[config.mk]
export PLATFORM = sky130hd
export DESIGN_NAME = fifo_bank_flat
export DESIGN_NICKNAME = d
export VERILOG_FILES = /design/src/rtl/fifo_bank_if.sv /design/src/rtl/fifo_bank.sv /design/src/flat_wrapper.sv
export SDC_FILE = /design/constraint.sdc
export NUM_CORES = 1
export LEC_CHECK = 0
export ABC_AREA = 0
export BUFFER_PORTS_ARGS = -buffer_cell sky130_fd_sc_hd__buf_2
export CAP_MARGIN = 20
export CORE_MARGIN = 1.5
export CORE_UTILIZATION = 29
export CTS_BUF_LIST = sky130_fd_sc_hd__clkbuf_4 sky130_fd_sc_hd__clkbuf_8
export CTS_CLUSTER_DIAMETER = 200
export DETAILED_ROUTE_END_ITERATION = 10
export HOLD_SLACK_MARGIN = 0.03
export PLACE_DENSITY = 0.51
export SLEW_MARGIN = 0
export SYNTH_ARGS = -nofsm -noshare
export SYNTH_HDL_FRONTEND = slang
export SYNTH_SLANG_ARGS = --single-unit
[constraint.sdc]
create_clock -name clk -period 6.3 [get_ports clk]
set_input_delay 1.575 -clock clk [delete_from_list [all_inputs] [get_ports clk]]
set_output_delay 1.575 -clock clk [all_outputs]
set_load 0.02 [all_outputs]
[src/rtl/fifo_bank_if.sv]
// rtl/fifo_bank_if.sv - push/pop command and status bundle for fifo_bank
interface fifo_bank_if #(
  parameter int DATA_WIDTH = 10
) ();
  logic                  push;
  logic [1:0]            push_id;
  logic [DATA_WIDTH-1:0] data_in;
  logic                  read;
  logic [1:0]            pop_id;
  logic [DATA_WIDTH-1:0] data_out;
  logic                  valid;
  logic [3:0]            empty;
  logic [3:0]            full;
  logic [3:0]            almost_full;
  logic                  error;

  modport master (
    output push, push_id, data_in, read, pop_id,
    input  data_out, valid, empty, full, almost_full, error
  );

  modport slave (
    input  push, push_id, data_in, read, pop_id,
    output data_out, valid, empty, full, almost_full, error
  );
endinterface

[src/rtl/fifo_bank.sv]
// rtl/fifo_bank.sv - four independent FIFOs with registered pop output and error pulse
module fifo_bank #(
  parameter int DATA_WIDTH = 10,
  parameter int DEPTH      = 4,
  parameter int AF_LEVEL   = 3
) (
  input logic        clk,
  input logic        reset,
  fifo_bank_if.slave bus
);
  localparam int AW = $clog2(DEPTH);

  logic [DATA_WIDTH-1:0] mem [4][DEPTH];
  logic [AW-1:0]         wr_ptr [4];
  logic [AW-1:0]         rd_ptr [4];
  logic [AW:0]           count  [4];

  logic [DATA_WIDTH-1:0] data_out_q;
  logic                  valid_q;
  logic                  error_q;
  logic                  pop_ok;
  logic                  push_ok;
  logic [3:0]            empty_c;
  logic [3:0]            full_c;
  logic [3:0]            af_c;

  always_comb begin
    pop_ok  = bus.read && (count[bus.pop_id] != '0);
    // A full queue still accepts a push when the same edge pops it.
    push_ok = bus.push && ((count[bus.push_id] != (AW+1)'(DEPTH)) ||
                           (pop_ok && (bus.pop_id == bus.push_id)));
  end

  always_comb begin
    empty_c = '0;
    full_c  = '0;
    af_c    = '0;
    for (int q = 0; q < 4; q++) begin
      empty_c[q] = (count[q] == '0);
      full_c[q]  = (count[q] == (AW+1)'(DEPTH));
      af_c[q]    = (count[q] >= (AW+1)'(AF_LEVEL));
    end
  end

  always_ff @(posedge clk) begin
    if (push_ok) begin
      mem[bus.push_id][wr_ptr[bus.push_id]] <= bus.data_in;
    end
  end

  always_ff @(posedge clk) begin
    if (reset) begin
      for (int q = 0; q < 4; q++) begin
        wr_ptr[q] <= '0;
        rd_ptr[q] <= '0;
        count[q]  <= '0;
      end
      data_out_q <= '0;
      valid_q    <= 1'b0;
      error_q    <= 1'b0;
    end else begin
      for (int q = 0; q < 4; q++) begin
        if (push_ok && (bus.push_id == 2'(q))) begin
          wr_ptr[q] <= wr_ptr[q] + 1'b1;
        end
        if (pop_ok && (bus.pop_id == 2'(q))) begin
          rd_ptr[q] <= rd_ptr[q] + 1'b1;
        end
        case ({push_ok && (bus.push_id == 2'(q)), pop_ok && (bus.pop_id == 2'(q))})
          2'b10:   count[q] <= count[q] + 1'b1;
          2'b01:   count[q] <= count[q] - 1'b1;
          default: count[q] <= count[q];
        endcase
      end
      if (pop_ok) begin
        data_out_q <= mem[bus.pop_id][rd_ptr[bus.pop_id]];
      end
      valid_q <= pop_ok;
      error_q <= (bus.push && !push_ok) || (bus.read && !pop_ok);
    end
  end

  assign bus.data_out    = data_out_q;
  assign bus.valid       = valid_q;
  assign bus.error       = error_q;
  assign bus.empty       = empty_c;
  assign bus.full        = full_c;
  assign bus.almost_full = af_c;
endmodule
[src/flat_wrapper.sv]
// flat-port wrapper written by rule: the top's interface ports become plain ports
module fifo_bank_flat 
#(
  parameter int DATA_WIDTH = 10,
  parameter int DEPTH      = 4,
  parameter int AF_LEVEL   = 3
)
  (clk, reset, bus_push, bus_push_id, bus_data_in, bus_read, bus_pop_id, bus_data_out, bus_valid, bus_empty, bus_full, bus_almost_full, bus_error);
  fifo_bank_if #(.DATA_WIDTH(DATA_WIDTH)) bus_i ();
  input logic clk;
  input logic reset;
  input wire logic [$bits(bus_i.push)-1:0] bus_push;
  input wire logic [$bits(bus_i.push_id)-1:0] bus_push_id;
  input wire logic [$bits(bus_i.data_in)-1:0] bus_data_in;
  input wire logic [$bits(bus_i.read)-1:0] bus_read;
  input wire logic [$bits(bus_i.pop_id)-1:0] bus_pop_id;
  output wire logic [$bits(bus_i.data_out)-1:0] bus_data_out;
  output wire logic [$bits(bus_i.valid)-1:0] bus_valid;
  output wire logic [$bits(bus_i.empty)-1:0] bus_empty;
  output wire logic [$bits(bus_i.full)-1:0] bus_full;
  output wire logic [$bits(bus_i.almost_full)-1:0] bus_almost_full;
  output wire logic [$bits(bus_i.error)-1:0] bus_error;
  assign bus_i.push = bus_push;
  assign bus_i.push_id = bus_push_id;
  assign bus_i.data_in = bus_data_in;
  assign bus_i.read = bus_read;
  assign bus_i.pop_id = bus_pop_id;
  assign bus_data_out = bus_i.data_out;
  assign bus_valid = bus_i.valid;
  assign bus_empty = bus_i.empty;
  assign bus_full = bus_i.full;
  assign bus_almost_full = bus_i.almost_full;
  assign bus_error = bus_i.error;
  fifo_bank #(.DATA_WIDTH(DATA_WIDTH), .DEPTH(DEPTH), .AF_LEVEL(AF_LEVEL)) u_core (.clk(clk), .reset(reset), .bus(bus_i));
endmodule
==> results of run 1 <==
[through the flow]
stage	total power, uW	utilization (%)	setup slack (ns)	cells
after floorplan	1740	-	2.23	496
after global placement	1820	31.6	1.22	927
after detailed placement	1830	31.6	1.07	927
after CTS	2660	33.0	1.59	959
after global routing	2740	33.0	1.35	959
final	2630	33.0	1.57	959
[final timing paths]
check | start | endpoint | cells past startpoint
max | bus_push_id[1] | u_core.count[0][2]$_SDFFCE_PN0P_ | 13
min | u_core.bus.data_out[5]$_SDFFE_PP0P_ | u_core.bus.data_out[5]$_SDFFE_PP0P_ | 1
max reg2reg | u_core.count[0][1]$_SDFFCE_PN0P_ | u_core.count[0][2]$_SDFFCE_PN0P_ | 13
min reg2reg | u_core.bus.data_out[5]$_SDFFE_PP0P_ | u_core.bus.data_out[5]$_SDFFE_PP0P_ | 1
[metal layers]
| metal | routed length (um) | vias up | part of all wire (%) | GRT usage [%] |
|---|---|---|---|---|
| met4 | 196 | 0 | 1.0 | 2.95 |
| met1 | 8700 | 2475 | 45 | 16.7 |
| met3 | 788 | 11 | 4.1 | 2.86 |
| li1 | - | 2131 | - | - |
| met5 | 0 | - | 0 | 0 |
| met2 | 9460 | 105 | 49 | 21.4 |
[cells by family after synthesis]
group,after synthesis,synth area share [%]
AO/OA/AOI/OAI,45,4.23
multiplexers,67,15.4
buffers and inverters,42,2.63
flip-flops,200,65.9
adder cells (fa/ha/maj),15,2.35
AND/OR/NAND/NOR,113,8.13
XOR/XNOR,14,1.37
[final cells by class]
class | count | area, um^2 | share of cell area (%)
Sequential cell | 200 | 5890 | 58.6
Multi-Input combinational cell | 254 | 2830 | 28.2
Tap cell | 396 | 495 | 4.93
Clock buffer | 18 | 241 | 2.40
Timing Repair Buffer | 60 | 348 | 3.46
Clock inverter | 14 | 181 | 1.81
Inverter | 17 | 63.8 | 0.635
[power groups by stage]
stage                     combinational (uW)  sequential (uW)  clock [uW]
after CTS                                281             1520         861
final                                    276             1520         836
after global routing                     303             1520         907
after floorplan                          188             1550           0
after global placement                   272             1550           0
after detailed placement                 280             1550           0
[cells in the final DEF (no fill, tap or decap), types with 4 or more instances in the layout]
| cell | Yosys | final |
|---|---|---|
| a21oi_1 | 5 | 5 |
| buf_2 | 12 | 41 |
| and2_1 | 5 | 5 |
| dfxtp_1 | 12 | 12 |
| mux4_1 | 33 | 33 |
| mux4_2 | 13 | 13 |
| xnor2_1 | 9 | 9 |
| ha_1 | 12 | 12 |
| or3_1 | 5 | 5 |
| nor3_2 | 1 | 5 |
| nor4_2 | 17 | 17 |
| o21ai_0 | 5 | 5 |
| nand2b_1 | 4 | 4 |
| edfxtp_1 | 188 | 188 |
| inv_1 | 14 | 14 |
| nor4_1 | 4 | 4 |
| xor2_1 | 5 | 5 |
| mux2i_1 | 20 | 20 |
| clkinv_8 | 0 | 4 |
| buf_4 | 0 | 19 |
| a21o_1 | 12 | 12 |
| nor2_1 | 20 | 20 |
| clkbuf_8 | 1 | 17 |
| nand2_1 | 15 | 15 |
| nor3_1 | 29 | 25 |
| o22ai_1 | 9 | 9 |
[flip-flops by register name, summed over array words and instances (netlist names)]
name and flops:
u_core.wr_ptr 8, u_core.bus.valid 1, u_core.mem 160, u_core.count 12, u_core.rd_ptr 8, u_core.bus.error 1
u_core.bus.data_out 10
[worst max-delay path, cell delays in order]
cell	delay, ns
buf_2	0.45
mux4_2	0.33
and2_1	0.14
o21a_1	0.55
buf_4	0.41
or3_1	0.16
ha_1	0.23
nand2_1	0.12
fa_1	0.46
xor2_1	0.20
nor3_1	0.08
a21oi_1	0.14
nor2_1	0.06
==> flow_summary.toml, run 1 <==
[clock_tree]
path_clk_slew_ns = 0.10
cts_tree = "done"
cts_buffer_depth = 2
clk_latency_ns = 0.47
postCtsSetupRepairBufs = 0
cts-root-buf = "clkbuf_8"
htree_levels = 4
cts_resized = 0
cts.sinks = 200
hold_buffers = 0
cts_buffers = 17

[timing]
final_hold_viol_count = 0
fin_worst_skew_ns = 0.0209
slew-limit-headroom_pct = 41.0
setup_viol = 0
maxSlewViolCount = 0
fmax_mhz = 211
period_minus_slack_ns = 4.73
rsz0062_at_grt = "no"
fin_crit_sh_pct = 75.1
fin_setup_tns_ns = 0
whs_ns = 0.464
tightest_slew_ns = 0.885

[logic_synthesis]
syn_area_mm2 = 0.00893
ys_top_cells_by_count = "edfxtp_1, mux4_1, nor3_1"
synth.top_cell.area_share_pct = 63.2
ys.flop_type = "edfxtp_1"
yosys.area.top_type = "edfxtp_1"
yosys.cell_types.count = 52
avgSynthCellArea_um2 = 18.0
synth_seq_cells = 200
ys_top_cells_by_area = "edfxtp_1, mux4_1, mux4_2, dfxtp_1, nor4_2"
synth_cells = 496
synth_edf_count = 188
ys_warn_count = 0
synth_most_common_cell = "edfxtp_1"
async_reset_ff_share_pct = 0
synth-seq-area-share_pct = 65.9
syn_nets = 529

[placed_design]
placed_area_mm2 = 0.00962
gp_congestion = 0.779
hpwl_um = 11800
port_buffers = 41

[drt]
drtAntennaViolNets = 0
dr_total_vias = 4722
drt_wl_total_um = 19100
viasPerCell = 4.92
drc = 0
drt_first_pass_iters = 4
drt_iter0_drc = 262
wl_per_cell_um = 20.0

[die]
rows = 64
die_area_mm2 = 0.0318
fp.dieW_um = 178
io_pins = 42
core-area_mm2 = 0.0304
start_util_pct = 29.3
dieHeight_um = 178

[power_and_ir_drop]
comb_power_share_pct = 10.5
seqPwrFrac_pct = 57.7
p_sw_uw = 691
p_int_uw = 1940
switching_share_pct = 26.2
vdd_drop_max_uv = 109
p_leak_uw = 0.00342
clkPwrFrac_pct = 31.7
power.density_mw_per_mm2 = 262

[critical_path]
worstSetupStartpointType = "primary input"
required_ns = 6.50
cp_max_fo = 22
timing.reg2reg.setup_slack_ns = 2.27
end_kind = "flop"
path_class = "primary input to flop"
cp.arrival_ns = 4.94

[grt]
grt_max_degree = 55
grt_pass1_wl_um = 29400
grt_pass1_vias = 4941
antenna_found_initial = 0
grt.total_usage_pct = 12.7
grt-ovfl-total = 0

[hold_path]
holdCritPathClass = "flop to flop"

[cells_and_area]
syn_to_final_growth_pct = 12.5
nets = 583
drive_above_1_share_pct = 25.4
stdcell_area_mm2 = 0.0100
diodes = 0
nFillCells = 2947

[run_status]
status = "finished, final reports clean"

[flow_run]
cap_violations = 0
Power figures use the tool's default switching activity.
==> run 2, diff against run 1 <==
- ABC_AREA: 0 -> 1
- clock period: 6.3 -> 4.8 ns (I/O delays scaled with it)
==> run 2 against run 1 <==
  * Via count is 19% higher
  * Largest power group unchanged
  * Final area shrank 3.0%
  * Largest cell class unchanged
  * Count of clock-buffer cells in the layout unchanged
  * Global-route usage up 1.2 points
  * First-iteration DRC count grew 46%
  * Highest routed layer is now met5
  * Synthesized cell count grew 63%
  * Die area fell by 3.2%
==> flow_summary.toml, run 2 <==
[clock_tree]
cts_tree = "done"
clk_latency_ns = 0.47
hold_buffers = 0
cts_buffers = 17
cts-root-buf = "clkbuf_8"
cts_resized = 0
htree_levels = 4
cts_buffer_depth = 2
postCtsSetupRepairBufs = 0
path_clk_slew_ns = 0.10
cts.sinks = 200

[hold_path]
min-delay-start = "u_core.bus.data_out[6]$_SDFFE_PP0P_"
holdCritPathClass = "flop to flop"

[logic_synthesis]
synth_cells = 810
ys.flop_type = "edfxtp_1"
syn_nets = 843
ys_top_cells_by_area = "edfxtp_1, nand2_1, nor2_1, dfxtp_1, inv_1"
syn_area_mm2 = 0.00864
ys_warn_count = 0
avgSynthCellArea_um2 = 10.7
synth_adder_area_share_pct = 2.43
yosys.cell_types.count = 28
synth-xor-area-share_pct = 1.22
async_reset_ff_share_pct = 0
yosys.area.top_type = "edfxtp_1"
synth_seq_cells = 200
synth-seq-area-share_pct = 68.2
synth.top_cell.area_share_pct = 65.4
yosys.area_share.simple_pct = 20.7
synth_edf_count = 188
synth_top_family_by_area = "simple AND/OR/NAND/NOR gates"
synth_compound_area_share_pct = 3.62
ys_top_cells_by_count = "nand2_1, edfxtp_1, nor2_1"
synth_most_common_cell = "nand2_1"
synth_mux_area_share_pct = 0

[timing]
tightest_slew_ns = 0.966
setup_viol = 0
rsz0062_at_grt = "no"
period_minus_slack_ns = 3.60
final_hold_viol_count = 0
fin_crit_sh_pct = 75.0
maxSlewViolCount = 0
fin_worst_skew_ns = 0.0125
fmax_mhz = 278
slew-limit-headroom_pct = 35.4
fin_setup_tns_ns = 0

[drt]
wl_per_cell_um = 16.4
drt_wl_total_um = 20600
viasPerCell = 4.46
drtAntennaViolNets = 0
drt_first_pass_iters = 5
dr_total_vias = 5620
drc = 0
drt_iter0_drc = 382

[grt]
grt-ovfl-total = 0
grt.total_usage_pct = 13.9
use_met3_pct = 2.86
globalRouteMet1Util_pct = 20.0
grtUsageMet2_pct = 22.1
grt_pass1_vias = 5497
grt_max_degree = 44
busiest_layer = "met2"
grt_pass1_wl_um = 32000
antenna_found_initial = 2

[critical_path]
path_class = "primary input to flop"
end_kind = "flop"
cp_max_fo = 12
cp.arrival_ns = 3.92
worstSetupStartpointType = "primary input"
required_ns = 5.12
r2r-start = "u_core.count[0][0]$_SDFFCE_PN0P_"
startpoint = "bus_push_id[1]"

[cells_and_area]
ff_latch_area_mm2 = 0.00589
layout_common_cells = "nand2_1, edfxtp_1, nor2_1, inv_1, buf_2"
mostFrequentLayoutCell = "nand2_1"
multiInputGateArea_mm2 = 0.00243
nets = 896
diodes = 0
syn_to_final_growth_pct = 12.8
largest_register_ff_count = 160
nFillCells = 3012
fin_util_pct = 33.6
drive_above_1_share_pct = 12.7

[die]
fp.dieW_um = 176
io_pins = 42
die_area_mm2 = 0.0308
start_util_pct = 29.8
dieHeight_um = 176
core-area_mm2 = 0.0290
rows = 62

[placed_design]
port_buffers = 41
gp_congestion = 0.757
hpwl_um = 12500

[power_and_ir_drop]
vdd_drop_max_uv = 139
power.density_mw_per_mm2 = 349
p_leak_uw = 0.00377

[run_status]
status = "finished, final reports clean"

[flow_run]
cap_violations = 0
run 2: changes by cell type after synthesis, moves of 13 or more:
cell / previous run / this run
inv_1: 14 / 47
nand2_1: 15 / 262
nor3_1: 29 / 4
nor2_1: 20 / 124
nand4_1: 0 / 18
mux4_2: 13 / 0
nand3_1: 3 / 28
mux2i_1: 20 / 0
nor4_2: 17 / 0
o21ai_0: 5 / 22
mux4_1: 33 / 0
run 2: layout make-up:
type	instances	area share [%]
inverter	54	2.08
sequential	200	60.4
clock inverter	14	1.34
clock buffer	18	2.48
timing repair buffer	63	3.80
multi-input combinational	527	24.9
tap	384	4.93
run 2: layer usage:
layer	vias up	share of wire (%)
li1	2814	-
met1	2707	50
met2	85	45
met3	10	3.4
met4	4	0.52
met5	-	0.11
run 2: logic make-up (layout without fill, tap and decap cells):
group,Yosys count,count (layout)
DFF,200,200
and+or+nand+nor,445,445
xor gates and xnor gates,12,12
AOI/OAI and AO/OA,55,55
buffers and inverters,83,149
adders and majority gates,15,15
run 2: path summary, 6_finish.rpt:
| check | to | slack (ns) | cells past startpoint |
|---|---|---|---|
| worst max-delay path | u_core.count[0][2]$_SDFFCE_PN0P_ | 1.20 | 14 |
| worst min-delay path | u_core.bus.data_out[6]$_SDFFE_PP0P_ | 0.53 | 2 |
| worst max register to register | u_core.count[0][2]$_SDFFCE_PN0P_ | 1.82 | 15 |
| worst min register to register | u_core.bus.data_out[6]$_SDFFE_PP0P_ | 0.53 | 2 |
run 2: power by group:
part           internal (uW)  total, uW  switching [uW]
clock                    389       1030             643
combinational            109        377             268
sequential              1960       1990            25.3
total                   2460       3390             936
run 2: worst max-delay path, stage by stage:
cell and delay [ns]:
buf_2 0.14, nor2_1 0.36, nand2_1 0.09, o21ai_0 0.09, nor2_1 0.07, nor2_1 0.13
nand2_1 0.27, nand3_1 0.23, ha_1 0.24, nand2_1 0.10, fa_1 0.45, xor2_1 0.16
or2_2 0.28, a21oi_1 0.12
run 2: through the flow:
step	cell area [um^2]	total power (uW)	hold slack (ns)	setup slack [ns]	instances
6_report	9740	3390	0.531	1.20	1260
5_1_grt	9740	3550	0.566	0.866	1260
4_1_cts	9740	3430	0.536	1.22	1260
3_5_place_dp	9370	2410	0.507	0.722	1228
3_3_place_gp	9370	2410	0.505	0.837	1228
2_1_floorplan	8640	2260	0.531	1.27	810
